<file path="src/rtl/upload_sched.sv">
// upload_sched: shares one RAM/register-to-UART uploader between four host
// requesters. Requests are queued as pending bits, granted round-robin, and
// each grant is expanded into one or more (startAddr, endAddr, srcSel) jobs
// that are paced on the uploader's sendOk strobe and guarded by a watchdog.
//
// state | meaning
// IDLE  | nothing in flight, waiting for a pending bit
// ARB   | pick next requester round-robin, clear its pending bit, seg = 0
// LOAD  | job range/source registered (loaded on entry), settling
// SEND  | one-cycle sendSig, watchdog reloaded
// WAIT  | waiting for sendOk or watchdog terminal count
// NEXT  | CF grant with segments left -> LOAD, otherwise -> IDLE
module upload_sched #(
  parameter int TO_W = 24
) (
  input  logic        clk,
  input  logic        rst_n,
  input  logic        reqTest,
  input  logic        reqCps,
  input  logic        reqSetting,
  input  logic        reqCF,
  input  logic        sendOk,
  input  logic        clrErr,
  output logic        sendSig,
  output logic [15:0] startAddr,
  output logic [15:0] endAddr,
  output logic [1:0]  srcSel,
  output logic        busy,
  output logic [3:0]  pendMask,
  output logic        timeoutErr
);

  typedef enum logic [2:0] {
    S_IDLE = 3'd0,
    S_ARB  = 3'd1,
    S_LOAD = 3'd2,
    S_SEND = 3'd3,
    S_WAIT = 3'd4,
    S_NEXT = 3'd5
  } state_t;

  localparam logic [1:0]      GRANT_CF = 2'd3;
  localparam logic [2:0]      SEG_LAST = 3'd4;
  localparam logic [TO_W-1:0] WD_ONE   = {{(TO_W-1){1'b0}}, 1'b1};

  state_t          state_q, state_d;
  logic [3:0]      pend_q;
  logic [3:0]      req_vec;
  logic [3:0]      pend_clr;
  logic [1:0]      grant_q;
  logic [1:0]      arb_pick;
  logic [1:0]      cand;
  logic [2:0]      seg_q;
  logic [TO_W-1:0] wd_q;
  logic            timeout_hit;
  logic [1:0]      job_grant;
  logic [2:0]      job_seg;
  logic [2:0]      job_seg_p1;
  logic [15:0]     job_start;
  logic [15:0]     job_end;

  assign req_vec  = {reqCF, reqSetting, reqCps, reqTest};
  assign pendMask = pend_q;
  // Watchdog counts down from all-ones; reaching 1 in WAIT marks 2^TO_W-1 WAIT cycles.
  assign timeout_hit = (state_q == S_WAIT) && !sendOk && (wd_q == WD_ONE);
  assign pend_clr    = (state_q == S_ARB) ? (4'b0001 << arb_pick) : 4'b0000;

  // Round-robin pick: first pending requester after the last grant.
  always_comb begin
    arb_pick = grant_q;
    cand     = 2'd0;
    for (int i = 4; i >= 1; i--) begin
      cand = grant_q + 2'(i);
      if (pend_q[cand]) arb_pick = cand;
    end
  end

  // Next-state decode and Moore outputs.
  always_comb begin
    state_d = state_q;
    sendSig = 1'b0;
    busy    = 1'b1;
    case (state_q)
      S_IDLE: begin
        busy = 1'b0;
        if (|pend_q) state_d = S_ARB;
      end
      S_ARB:  state_d = S_LOAD;
      S_LOAD: state_d = S_SEND;
      S_SEND: begin
        sendSig = 1'b1;
        state_d = S_WAIT;
      end
      S_WAIT: begin
        if (sendOk)           state_d = S_NEXT;
        else if (timeout_hit) state_d = S_IDLE;
      end
      S_NEXT: begin
        if (grant_q == GRANT_CF && seg_q < SEG_LAST) state_d = S_LOAD;
        else                                         state_d = S_IDLE;
      end
      default: state_d = S_IDLE;
    endcase
  end

  // Job table lookup; in ARB it looks ahead at the fresh pick so the range
  // registers load on entry to LOAD and are settled a full cycle before sendSig.
  always_comb begin
    job_grant = grant_q;
    job_seg   = seg_q + 3'd1;
    if (state_q == S_ARB) begin
      job_grant = arb_pick;
      job_seg   = 3'd0;
    end
    job_seg_p1 = job_seg + 3'd1;
    case (job_grant)
      2'd0: begin job_start = 16'h0000; job_end = 16'h0000; end
      2'd1: begin job_start = 16'h0010; job_end = 16'h0011; end
      2'd2: begin job_start = 16'h0020; job_end = 16'h0023; end
      default: begin
        // CF segment s covers 0x(s+1)000 for 32<<s words.
        job_start = {1'b0, job_seg_p1, 12'h000};
        job_end   = job_start + ((16'd32 << job_seg) - 16'd1);
      end
    endcase
  end

  // State register.
  always_ff @(posedge clk or negedge rst_n) begin
    if (!rst_n) state_q <= S_IDLE;
    else        state_q <= state_d;
  end

  // Pending bits: a new request wins over the ARB clear so it is serviced again.
  always_ff @(posedge clk or negedge rst_n) begin
    if (!rst_n) pend_q <= 4'b0000;
    else        pend_q <= (pend_q & ~pend_clr) | req_vec;
  end

  // Grant (doubles as round-robin pointer) and CF segment counter.
  always_ff @(posedge clk or negedge rst_n) begin
    if (!rst_n) begin
      grant_q <= 2'd3;
      seg_q   <= 3'd0;
    end else if (state_q == S_ARB) begin
      grant_q <= arb_pick;
      seg_q   <= 3'd0;
    end else if (state_q == S_NEXT && state_d == S_LOAD) begin
      seg_q   <= seg_q + 3'd1;
    end
  end

  // Watchdog down-counter, reloaded at every job start.
  always_ff @(posedge clk or negedge rst_n) begin
    if (!rst_n)                                 wd_q <= '1;
    else if (state_q == S_SEND)                 wd_q <= '1;
    else if (state_q == S_WAIT && !timeout_hit) wd_q <= wd_q - WD_ONE;
  end

  // Job range/source registers; hold between jobs for the downstream mux.
  always_ff @(posedge clk or negedge rst_n) begin
    if (!rst_n) begin
      startAddr <= 16'h0000;
      endAddr   <= 16'h0000;
      srcSel    <= 2'd0;
    end else if (state_d == S_LOAD) begin
      startAddr <= job_start;
      endAddr   <= job_end;
      srcSel    <= job_grant;
    end
  end

  // Sticky timeout flag; a timeout in the same cycle as clrErr keeps it set.
  always_ff @(posedge clk or negedge rst_n) begin
    if (!rst_n)           timeoutErr <= 1'b0;
    else if (timeout_hit) timeoutErr <= 1'b1;
    else if (clrErr)      timeoutErr <= 1'b0;
  end

endmodule

</file>
<file path="config.mk">
export PLATFORM = sky130hd
export DESIGN_NAME = upload_sched
export DESIGN_NICKNAME = d
export VERILOG_FILES = /design/src/rtl/upload_sched.sv
export SDC_FILE = /design/constraint.sdc
export NUM_CORES = 1
export LEC_CHECK = 0
export ABC_AREA = 1
export ABC_CLOCK_PERIOD_IN_PS = 3000
export CAP_MARGIN = 15
export CORE_MARGIN = 3
export CORE_UTILIZATION = 54
export CTS_CLUSTER_DIAMETER = 150
export DETAILED_ROUTE_END_ITERATION = 7
export GPL_TIMING_DRIVEN = 0
export PLACE_DENSITY = 0.9
export SETUP_SLACK_MARGIN = 0.1
export SLEW_MARGIN = 25
export SYNTH_ARGS = -nofsm -noshare
export SYNTH_HDL_FRONTEND = slang
export SYNTH_SLANG_ARGS = --single-unit
export TNS_END_PERCENT = 100
</file>
<file path="constraint.sdc">
create_clock -name clk -period 3 [get_ports clk]
set_input_delay 0.6 -clock clk [delete_from_list [all_inputs] [get_ports clk]]
set_output_delay 0.6 -clock clk [all_outputs]
set_load 0.005 [all_outputs]
</file>
Word level (Yosys, flattened, before mapping)
Index checks and enable logic that the tools add are counted.

word-level totals
  ROM bits = 0
  memories kept = 0
  RAM bits = 0
  flip-flop bits (word level) = 71
  bits in latches = 0
  input port bits = 8
  output and inout bits = 41
  word-level logic and storage cells = 76

cells by class
  div/mod/pow operators = 0
  shift-type cells = 2
  add/subtract/negate cells = 8
  $mul = 0
  equal/unequal tests = 10
  bitwise logic cells = 3
  reduce and logical (&&, ||, !) cells = 13
  order comparisons = 4
  muxes and demuxes = 27

operators with widths
  kind                                                         count
  two-way mux 24 bit                                           2
  one-hot mux 16 bit (3 select lines)                          1
  one-hot mux 15 bit (3 select lines)                          1
  == test 24 x 1 -> 1 bit (second input constant)              1
  subtractor 24 x 1 -> 24 bit (second input constant)          1
  two-way mux 3 bit                                            6
  one-hot mux 3 bit (6 select lines)                           1
  adder 15 x 16 -> 16 bit                                      1
  left shift 6 x 3 -> 16 bit (first input constant)            1
  subtractor 16 x 1 -> 16 bit (second input constant)          1
  two-way mux 2 bit                                            5
  == test 3 x 2 -> 1 bit (second input constant)               3
  less-than comparator 2 x 3 -> 1 bit (second input constant)  3
  two-way mux 1 bit                                            7
  adder 3 x 1 -> 3 bit (second input constant)                 2
  binary-select mux 1 bit (select 2 bit)                       3
  == test 3 bit (second input constant)                        2
  nonzero test 2 bit                                           3
  logical AND 1 bit                                            5
  adder 2 bit (second input constant)                          2
  AND 4 bit                                                    1
  == test 2 bit (second input constant)                        2
  two-way mux 4 bit                                            1
  NOT 4 bit                                                    1
  other kinds (10)                                             11

Longest topological paths before layout
  depth after elaboration = 11
  depth in mapped cells = 18
  mapped depth without buffers = 18

Worst setup path after synthesis
No wires, ideal clock.

  kind = reg2reg
  start = reg state_q[2]
  end = reg endAddr[15]
  stages on the path, launching flop included = 17
  setup time = 0.117 ns
  arrival time = 2.448 ns
  period minus slack after synthesis = 2.565 ns
  path slack = 0.435 ns
  path buffers = 0
  required time = 2.883 ns
  cells stage by stage = dfrtp_1 inv_1 nand3_2 nand2_1 inv_1 ha_1 ha_1 inv_1 ha_1 inv_1 ha_1 a21oi_1 nor3_1 a211oi_1 nand4_1 nand3_2 nand2_1

on the way
  elaborated cells on any way between the ends = 23
  classes of those cells = add/sub (3); eq/ne (8); shift (1); mux (7); reduce/logical (4)

RTL lines
  what                                   line  RTL
  start, declared                        46    state_t state_q, state_d;
  start signal, assigned                 131   else state_q <= state_d;
  == test 3 x 1 -> 1 bit *               111   if (state_q == S_ARB) begin
  two-way mux 3 bit *                    111
  via job_seg[0]                         57    logic [2:0] job_seg;
  left shift 6 x 3 -> 16 bit             123   job_end = job_start + ((16'd32 << job_seg) - 16'd1);
  subtractor 16 x 1 -> 16 bit            123
  adder 15 x 16 -> 16 bit *              123
  one-hot mux 16 bit (3 select lines) *  116   case (job_grant)
  end signal, assigned                   168   endAddr <= job_end;
  end, declared                          26    output logic [15:0] endAddr,

The timed path passes the listed nets; every way through them passes the cells marked *.
A chain may end at the register's enable or synchronous reset.

Final worst setup path
  start = reg state_q[1]
  end = reg endAddr[15]

The elaborated chain is that of the path after synthesis.

==> impl_metrics.csv <==
group,metric,value,unit
status,status,"complete, no violations",
synth,synth_edf_count,0,
clocking,cts_hold_buf,0,
synth,synthXorXnorAreaFrac,4.33,%
global_routing,grtUsageTotal,23.6,%
die,ioPinCount,49,
synth,yosysWarnings,0,
worst_setup_path,required,3.28,ns
synth,synthMuxAreaShare,0,%
timing,fmax,0.356,GHz
flow_run,drv_cap,0,
synth,seq_area_frac_synth,40.1,%
clocking,cts_tree,"done",
clocking,clockBufferDepth,2,
routing,drt_pass1_iterations,7,
clocking,cts_buffers,9,
worst_setup_path,rr_startpoint,"state_q[1]",
synth,synth_fa_ha_area_share,7.08,%
die,die_h,88.1,um
routing,drcViolationCount,0,
clocking,h-tree-depth,3,
worst_setup_path,rrSetupSlack,0.19,ns
pwr,max-vdd-ir-drop,0.00113,V
timing,max-slew-margin-rel,57.9,%
synth,synthArstFlopShare,100,%
worst_setup_path,worstPathArrival,3.09,ns
routing,vias_per_cell,5.38,
timing,worstMarginPinSlew,0.632,ns
routing,wl_per_cell,14.6,um
final_layout,final_core_util,69.8,%
pwr,total_power,5.67,mW
pwr,p_leak,2.20,nW
synth,synth-simple-area-share,30.2,%
synth,syn_inst,482,
global_routing,grt-ovfl-total,0,
synth,synth_top_family_by_area,"simple AND/OR/NAND/NOR gates",
timing,final.period_utilization,93.6,%
worst_setup_path,crit_path_end_kind,"flip-flop",
final_layout,drive_above_1_share,18.5,%
die,fp.dieArea,0.00776,mm^2
synth,synth_flop_cell,"dfrtp_1",
worst_setup_path,r2r_cells,17,
timing,slew_viol_final,0,
worst_hold_path,hp-class,"primary input to asynchronous set/reset pin",
placement,dp_cells,607,
routing,dr_total_vias,3403,
worst_setup_path,path_cells,"inv_2, nand3_4, nand2_4, inv_1, ha_2, ha_1, inv_1, ha_1, inv_2, ha_4, a21oi_2, nor3_1, a211oi_2, nand3_1, nand2_1, nand3_2, nand2_1",
timing,rsz0062_at_grt,"true",
clocking,root_buffer,"clkbuf_8",
timing,clock_skew,0.0115,ns
synth,synth_cell_types,34,
global_routing,grt_pass1_vias,3212,
worst_setup_path,cpMaxStageDelayCell,"dfrtp_1",
routing,drt_iter0_markers,208,
timing,final-setup-viol-count,0,
global_routing,grt_max_degree,34,
placement,place.port_buffers,37,
timing,hold_slack,0.152,ns
clocking,path_clk_slew,0.08,ns
global_routing,grt_pass1_wl,14400,um
synth,syn_area,0.00364,mm^2
routing,postRouteAntennaNets,0,
worst_setup_path,criticalPathCategory,"flip-flop to flip-flop",
clocking,clk-insertion-delay-late,0.35,ns
final_layout,num_antenna_cells,0,
pwr,p_per_area,1260,mW/mm^2
final_layout,synthToLayoutAreaGrowth,23.8,%
placement,globalplace.congestion,0.903,
synth,postSynthAreaPerCell,7.55,um^2
timing,post-route-min-period,2.81,ns
die,num_rows,29,
final_layout,nets,579,
synth,synth_seq_cells,57,
timing,finalHoldViolCount,0,
die,floorplan.initialDensity,56.4,%
worst_setup_path,reg2reg_to,"endAddr[15]",
clocking,clkSinkCount,57,
final_layout,instances_no_fill,633,
routing,totalWireLength,9250,um
die,core_region_area,0.00646,mm^2
worst_setup_path,critPathLaunchType,"flip-flop",
worst_setup_path,slowest_delay,0.41,ns
synth,synth_compound_area_share,7.63,%
worst_setup_path,cp_max_fo,6,
die,dieWidth,88.1,um
placement,dpl.hpwl,6200,um
global_routing,antenna_found_initial,0,
## worst max-delay path: cells and delay by family, from the launching register on
kind / cells / cell delay (ns)
DFF: 1 / 0.41
adders and majority gates: 4 / 0.84
AOI/OAI and AO/OA: 2 / 0.41
buffers and inverters: 4 / 0.34
and+or+nand+nor: 7 / 0.74
## worst max path at each step
stage / startpoint / to / slack, ns / depth (start not counted)
after floorplan: state_q[2] / endAddr[15] / 0.44 / 16
after global placement: rst_n / endAddr[8] / -0.33 / 1
after detailed placement: state_q[2] / endAddr[15] / 0.08 / 17
after CTS: state_q[1] / endAddr[15] / 0.11 / 17
after global routing: seg_q[1] / endAddr[15] / 0.04 / 18
final: state_q[1] / endAddr[15] / 0.19 / 17
## per-stage QoR
stage,area (um^2),worst slack [ns],setup TNS (ns)
2_1_floorplan,3680,0.435,0
3_3_place_gp,4140,-0.330,-10.19
3_5_place_dp,4160,0.0759,0
4_1_cts,4380,0.107,0
5_1_grt,4510,0.0396,0
6_report,4510,0.191,0
## registers in the layout, indices dropped and copies added (netlist names)
| signal | count |
|---|---|
| grant_q | 2 |
| timeoutErr | 1 |
| state_q | 3 |
| endAddr | 15 |
| startAddr | 4 |
| srcSel | 1 |
| seg_q | 3 |
| wd_q | 24 |
| pendMask | 4 |
## cells in the mapped netlist, types with 2 or more instances
library cell  number  share of area [%]
a21oi_1           18                2.5
nand3_1           31                4.3
buf_4             14                2.9
inv_1             58                6.0
dfrtp_1           31                 21
dfstp_2           26                 19
clkbuf_1           4               0.41
xor2_1             7                1.7
nor3_1             7               0.96
buf_6              3               0.93
nand2_2            3               0.52
o211ai_1           2               0.41
nand3b_1           2               0.41
xnor2_1           11                2.6
ha_1              19                6.5
nor4_1             3               0.52
o21bai_1           4               0.83
inv_2              2               0.21
nor2_1            47                4.8
nand4_1            4               0.69
nand3_2            7                1.9
nand2_1          145                 15
o21ai_0           18                2.5
o21ai_1            6               0.83
## metal layers
metal	vias up	share of wire (%)	track usage [%]
met1	1606	41	28.5
met3	17	5.9	5.83
met2	138	52	41.0
met5	-	0	0
met4	0	1.4	8.38
li1	1642	-	-
## cell usage in the layout (no fill, tap or decap), types with 5 or more instances in the layout
| cell | instances |
|---|---|
| dfstp_2 | 26 |
| nand3_2 | 6 |
| nand3_1 | 31 |
| nand2_2 | 5 |
| o21ai_1 | 7 |
| nor3_1 | 6 |
| clkdlybuf4s50_1 | 36 |
| inv_1 | 53 |
| ha_1 | 15 |
| nand2_1 | 142 |
| xnor2_1 | 11 |
| buf_4 | 25 |
| xor2_1 | 7 |
| inv_2 | 7 |
| dfrtp_1 | 31 |
| clkbuf_8 | 10 |
| o21ai_0 | 17 |
| nor2_1 | 47 |
| conb_1 | 11 |
| a21oi_1 | 17 |
## power by group
part / internal, mW / leakage, nW / switching [mW]
clock: 0.407 / 0.0985 / 0.348
combinational: 1.40 / 1.44 / 2.05
sequential: 1.18 / 0.660 / 0.279
total: 2.99 / 2.20 / 2.68
## cell families (layout without fill, tap and decap cells)
logic type / after synthesis / in the layout
simple gates: 253 / 253
buf+inv: 82 / 146
flops: 57 / 57
compound gates: 51 / 51
fa+ha+maj: 20 / 20
xor+xnor: 18 / 18
other cells: 1 / 11
## what timing repair did
item / in CTS / in global routing
buffers inserted: 0 / 10
gates cloned: 0 / 0
endpoints found under the setup margin: 2 / 3
resized for setup: 3 / 17
pin swaps: 0 / 5
## area by class of cell
type,count,area [um^2]
repair buffers,48,463
fillers,481,1950
clock inverters,6,67.6
flip-flops and latches,57,1460
well taps,77,96.3
clock buffers,10,138
inverters,60,225
plain buffers,22,160
multi-input cells,353,1900
Power figures use the tool's default switching activity.
